`src/rtl/clb_cfg_pkg.sv`:
```
// Shared widths and FSM state encoding for the CLB configuration loader.
package clb_cfg_pkg;

    localparam int unsigned LUT_W  = 16;
    localparam int unsigned PAIR_W = 17;

    typedef enum logic [2:0] {
        IDLE   = 3'd0,
        LOAD   = 3'd1,
        PARITY = 3'd2,
        COMMIT = 3'd3,
        DONE   = 3'd4,
        ERROR  = 3'd5
    } cfg_state_e;

endpackage

```
`src/rtl/cfg_shift_reg.sv`:
```
// Shadow shift register: serial in, parallel out, running XOR of shifted bits.
module cfg_shift_reg #(
    parameter int unsigned WIDTH = 68
) (
    input  logic             clk,
    input  logic             rst,
    input  logic             clr,
    input  logic             shift_en,
    input  logic             ser_in,
    output logic [WIDTH-1:0] par_out,
    output logic             parity
);

    // Shift toward the MSB so the first bit ends up at par_out[WIDTH-1]
    always_ff @(posedge clk or posedge rst) begin
        if (rst) begin
            par_out <= '0;
            parity  <= 1'b0;
        end else if (clr) begin
            par_out <= '0;
            parity  <= 1'b0;
        end else if (shift_en) begin
            par_out <= {par_out[WIDTH-2:0], ser_in};
            parity  <= parity ^ ser_in;
        end
    end

endmodule

```
`src/rtl/clb_config_loader.sv`:
```
// Serial, parity-protected configuration loader for one CLB; the active config
// changes only in a single commit cycle after a clean frame.
module clb_config_loader
    import clb_cfg_pkg::*;
#(
    parameter int unsigned N_PAIRS = 4
) (
    input  logic                       clk,
    input  logic                       reset,
    input  logic                       prgm_b,
    input  logic                       bit_in,
    input  logic                       bit_valid,
    output logic                       bit_ready,
    output logic [LUT_W*N_PAIRS-1:0]   look_up_t,
    output logic [N_PAIRS-1:0]         switch,
    output logic                       CLB_prgm_b,
    output logic                       done,
    output logic                       err
);

    localparam int unsigned TOTAL = N_PAIRS * PAIR_W;
    localparam int unsigned CNT_W = $clog2(TOTAL + 1);

    cfg_state_e               state;
    cfg_state_e               state_nxt;
    logic                     prgm_q;
    logic [CNT_W-1:0]         cnt;
    logic [TOTAL-1:0]         shadow;
    logic                     acc;

    logic                     start_c;
    logic                     accept_c;
    logic                     shift_en_c;
    logic                     clr_c;
    logic                     commit_c;
    logic                     done_nxt;
    logic                     err_nxt;
    logic                     prgm_out_nxt;
    logic [LUT_W*N_PAIRS-1:0] lut_c;
    logic [N_PAIRS-1:0]       sw_c;

    cfg_shift_reg #(
        .WIDTH (TOTAL)
    ) u_shadow (
        .clk      (clk),
        .rst      (reset),
        .clr      (clr_c),
        .shift_en (shift_en_c),
        .ser_in   (bit_in),
        .par_out  (shadow),
        .parity   (acc)
    );

    // Next-state and control decode; abort has priority over bit acceptance
    always_comb begin
        state_nxt    = state;
        shift_en_c   = 1'b0;
        clr_c        = 1'b0;
        commit_c     = 1'b0;
        done_nxt     = done;
        err_nxt      = err;
        prgm_out_nxt = CLB_prgm_b;
        start_c      = prgm_q & ~prgm_b;
        accept_c     = bit_valid & bit_ready;

        case (state)
            IDLE, DONE, ERROR: begin
                if (start_c) begin
                    state_nxt    = LOAD;
                    clr_c        = 1'b1;
                    done_nxt     = 1'b0;
                    err_nxt      = 1'b0;
                    prgm_out_nxt = 1'b0;
                end
            end
            LOAD: begin
                if (prgm_b) begin
                    state_nxt    = IDLE;
                    err_nxt      = 1'b1;
                    prgm_out_nxt = 1'b1;
                end else if (accept_c) begin
                    shift_en_c = 1'b1;
                    if (cnt == CNT_W'(TOTAL - 1)) begin
                        state_nxt = PARITY;
                    end
                end
            end
            PARITY: begin
                if (prgm_b) begin
                    state_nxt    = IDLE;
                    err_nxt      = 1'b1;
                    prgm_out_nxt = 1'b1;
                end else if (accept_c) begin
                    if (bit_in == acc) begin
                        state_nxt = COMMIT;
                    end else begin
                        state_nxt    = ERROR;
                        err_nxt      = 1'b1;
                        prgm_out_nxt = 1'b1;
                    end
                end
            end
            COMMIT: begin
                commit_c     = 1'b1;
                done_nxt     = 1'b1;
                prgm_out_nxt = 1'b1;
                state_nxt    = DONE;
            end
            default: begin
                state_nxt = IDLE;
            end
        endcase
    end

    // Unpack the shadow frame into per-pair LUT and switch fields
    always_comb begin
        lut_c = '0;
        sw_c  = '0;
        for (int k = 0; k < int'(N_PAIRS); k++) begin
            lut_c[LUT_W*k +: LUT_W] = shadow[PAIR_W*k +: LUT_W];
            sw_c[k]                 = shadow[PAIR_W*k + LUT_W];
        end
    end

    // FSM state, start-edge history and bit counter
    always_ff @(posedge clk or posedge reset) begin
        if (reset) begin
            state  <= IDLE;
            prgm_q <= 1'b1;
            cnt    <= '0;
        end else begin
            state  <= state_nxt;
            prgm_q <= prgm_b;
            if (clr_c) begin
                cnt <= '0;
            end else if (shift_en_c) begin
                cnt <= cnt + CNT_W'(1);
            end
        end
    end

    // Registered status outputs
    always_ff @(posedge clk or posedge reset) begin
        if (reset) begin
            bit_ready  <= 1'b0;
            done       <= 1'b0;
            err        <= 1'b0;
            CLB_prgm_b <= 1'b1;
        end else begin
            bit_ready  <= (state_nxt == LOAD) || (state_nxt == PARITY);
            done       <= done_nxt;
            err        <= err_nxt;
            CLB_prgm_b <= prgm_out_nxt;
        end
    end

    // Active configuration, replaced only on commit
    always_ff @(posedge clk or posedge reset) begin
        if (reset) begin
            look_up_t <= '0;
            switch    <= '0;
        end else if (commit_c) begin
            look_up_t <= lut_c;
            switch    <= sw_c;
        end
    end

endmodule

```
`config.mk`:
```
export PLATFORM = sky130hd
export DESIGN_NAME = clb_config_loader
export DESIGN_NICKNAME = d
export VERILOG_FILES = /design/src/rtl/clb_cfg_pkg.sv /design/src/rtl/cfg_shift_reg.sv /design/src/rtl/clb_config_loader.sv
export SDC_FILE = /design/constraint.sdc
export NUM_CORES = 1
export LEC_CHECK = 0
export BUFFER_PORTS_ARGS = -buffer_cell sky130_fd_sc_hd__buf_2
export CORE_MARGIN = 2
export CORE_UTILIZATION = 54
export CTS_BUF_LIST = sky130_fd_sc_hd__clkbuf_4
export CTS_CLUSTER_DIAMETER = 100
export DETAILED_ROUTE_END_ITERATION = 10
export HOLD_SLACK_MARGIN = 0.08
export PLACE_DENSITY_LB_ADDON = 0.2
export SYNTH_ARGS = -nofsm -noshare
export SYNTH_HDL_FRONTEND = slang
export SYNTH_SLANG_ARGS = --single-unit
```
`constraint.sdc`:
```
create_clock -name clk -period 4.65 [get_ports clk]
set_clock_uncertainty 0.1 [all_clocks]
set_input_delay 0.465 -clock clk [delete_from_list [all_inputs] [get_ports clk]]
set_output_delay 0.465 -clock clk [all_outputs]
set_load 0.01 [all_outputs]
```
==> out/qor.txt <==
Hold Vio Cnt, Final = 0
Core Area = 10840 µm²
Setup crit end kind = flip-flop
Die ar. = 12000 µm²
R2R Setup Slk = 1.98 ns
Worst R2R Start = state[1]
Post-Synth Simple-Gate Area = 12.77%
initial core utilization = 55.51%
sequential element share of the synthesized area = 63.26%
Synth Area in Adders = 0.2079%
Die Y = 109.6 µm
Slew headroom = 42.34%
clk sinks = 152
first-pass GRT wire length = 18.44 mm
Final Cell Area = 6824 µm²
Ports = 77
Buffers on Ports = 76
pre-CTS WS = 1.947 ns
total power = 2.363 mW
Reg clk slew, reported paths = 0.11 ns
Worst setup SP type = input pin
r2r endpoint = u_shadow.parity
via count = 3970
Req. time, crit path = 4.94 ns
Post-synth EDFFs = 0
Post-DP Area = 6459 µm²
CTS buffer count = 17
Non-Filler Instances = 743
Post-CTS Setup Bufs = 0
vias in the first global route = 3830
Setup WS post-layout = 1.906 ns
H-Tree Depth = 4
largest family of logic cells by synthesized area = multiplexers
Fill cells = 887
Final period util = 59.00%
layout cells sized above 1 = 31.01%
Via density = 5.343
flip-flop and latch area = 3806 µm²
grt ovf = 0
Routed Antenna Nets = 0
DPL Wire Length = 6.780 mm
Hold WC Path Type = input pin to flip-flop
drt pass-1 iters = 5
Nets = 596
leak pwr = 3.496 nW
slew at the pin with the worst max-slew slack = 0.8623 ns
mean area per synthesized cell = 11.50 µm²
Max Clk Rate = 364.5 MHz
area of the mapped netlist = 6017 µm²
Yosys reg bits = 152
hold path start = bit_in
placed cells = 709
status = completed
mux contribution to synthesized area = 12.89%
CTS tree = built
pin count of the biggest net entering global routing = 153
Max-Cap Viols = 0
largest cells by area after synthesis = dfrtp_1 (62%), mux2_2 (13%), nand2_1 (8.9%)
WP data arrival = 3.04 ns
hold-fix buffers at CTS = 1
Root Buffer = clkbuf_4
antenna cells = 0
endpoints failing setup = 0
GP Congestion = 0.8368
CTS max path bufs = 2
antenna violations before repair = 0
hold path endpoint = u_shadow.par_out[0]
Synth Warn # = 0
FP Rows = 38
critical path class = input pin to flip-flop
Final Max Slew Viols = 0
area occupied by multi-input gates = 2039 µm²
Post-synth ARST share = 100.0%
Synth-to-Final Area Change = 13.41%
ys flop type = dfrtp_1
Synth Area in XOR/XNOR = 1.019%
final WL = 10.95 mm
Final min period = 2.744 ns
VDD IR max = 0.0001698 V
RSZ-0062 raised after global routing = false
die outline width = 109.6 µm
area leader, netlist = dfrtp_1
drt wl/cell = 14.74 µm
Worst Reg-to-Reg Cells = 5
post-synth cell types = 35
Compound-Gate Fraction of Synth Area = 6.925%
TNS Setup = 0 ns
Initial DRC Count = 241
worst hold path cell count = 3
Max FO, Critical Path = 37
gr usage total = 19.86%
Syn Nets = 529
top cell type's share of synthesized area = 62.38%
post-cts sizing count = 0
Worst-Skew Late Latency = 0.51 ns
DRC viols = 0
Post-Synthesis Cells = 523
Pwr Density = 346.2 nW/µm²
## layout by cell type, fill, tap and decap left out, types with 2 or more instances in the layout
master           n
a21oi_1         70
a22o_1           2
and2_1           2
and3_1           2
buf_2           76
buf_4            4
bufinv_16        5
clkbuf_4        19
clkinv_2         2
clkinvlp_4       5
dfrtp_1        150
dfstp_2          2
dlygate4sd3_1    2
mux2_2          68
nand2_1        141
nand2b_1         4
nand3_1          5
nand3b_1         3
nor2_1          10
nor3_1           3
nor4b_1          2
xor2_1           6
## power breakdown
group | total [mW] | leakage [nW] | switching (mW) | internal [mW]
registers | 1.34 | 2.11 | 0.00873 | 1.33
clock network | 0.936 | 0.172 | 0.446 | 0.490
logic | 0.0855 | 1.21 | 0.0649 | 0.0207
total | 2.36 | 3.50 | 0.520 | 1.84
## per-stage QoR
stage,hold slack [ns],util [%]
2_1_floorplan,0.3646,-
3_3_place_gp,0.3540,59.58
3_5_place_dp,0.3595,59.58
4_1_cts,0.08436,62.86
5_1_grt,0.08911,62.95
6_report,0.1576,62.95
## worst max path at each step
stage,depth (start not counted),slack (ns),startpoint,to
floorplan,1,2.17,reset,bit_ready
global placement,6,2.01,prgm_b,u_shadow.parity
detailed placement,6,1.95,prgm_b,u_shadow.parity
CTS,7,1.97,prgm_b,u_shadow.parity
global route,5,1.74,state[1],u_shadow.parity
finish,7,1.91,prgm_b,u_shadow.parity
## per-layer routing
layer | GRT usage [%] | vias up | wire length (µm)
li1 | - | 1885 | -
met1 | 27.48 | 2003 | 4952
met2 | 30.47 | 78 | 5466
met3 | 5.631 | 4 | 478
met4 | 6.691 | 0 | 51
met5 | 0 | - | 0
## cell type report
cell class,count,area share [%]
Multi-Input combinational cell,335,29.89
Timing Repair Buffer,83,6.601
Clock inverter,13,2.970
Clock buffer,19,2.090
Tap cell,140,2.567
Inverter,1,0.1100
Sequential cell,152,55.78
## synth_stat cells (all sizes together) (2+ instances only)
cell type  count
and2           3
nand3b         3
nand3          5
nor4b          3
nand2b         4
a21oi         70
a22o           2
dfrtp        150
buf           15
clkbuf        20
nor2          10
nand2        142
nor3           3
xor2           6
mux2          68
dfstp          2
and3           3
## cells by family (layout without fill, tap and decap cells)
group	after synthesis	count (layout)
adders and majority gates	1	1
DFF	152	152
xor gates and xnor gates	7	7
muxes	69	69
and+or+nand+nor	180	180
buffers and inverters	36	116
AOI/OAI and AO/OA	78	78
## worst max-delay path, stage by stage
cell	delay, ns
dlygate4sd3_1	0.53
buf_2	0.17
nor4b_4	0.44
and2_2	0.66
buf_4	0.46
nand2_1	0.15
mux2i_1	0.14
## registers in the layout, summed over array words and instances (netlist names)
signal	cells
state	3
u_shadow.par_out	68
look_up_t	64
u_shadow.parity	1
CLB_prgm_b	1
done	1
err	1
switch	4
bit_ready	1
prgm_q	1
cnt	7
Power figures use the tool's default switching activity.
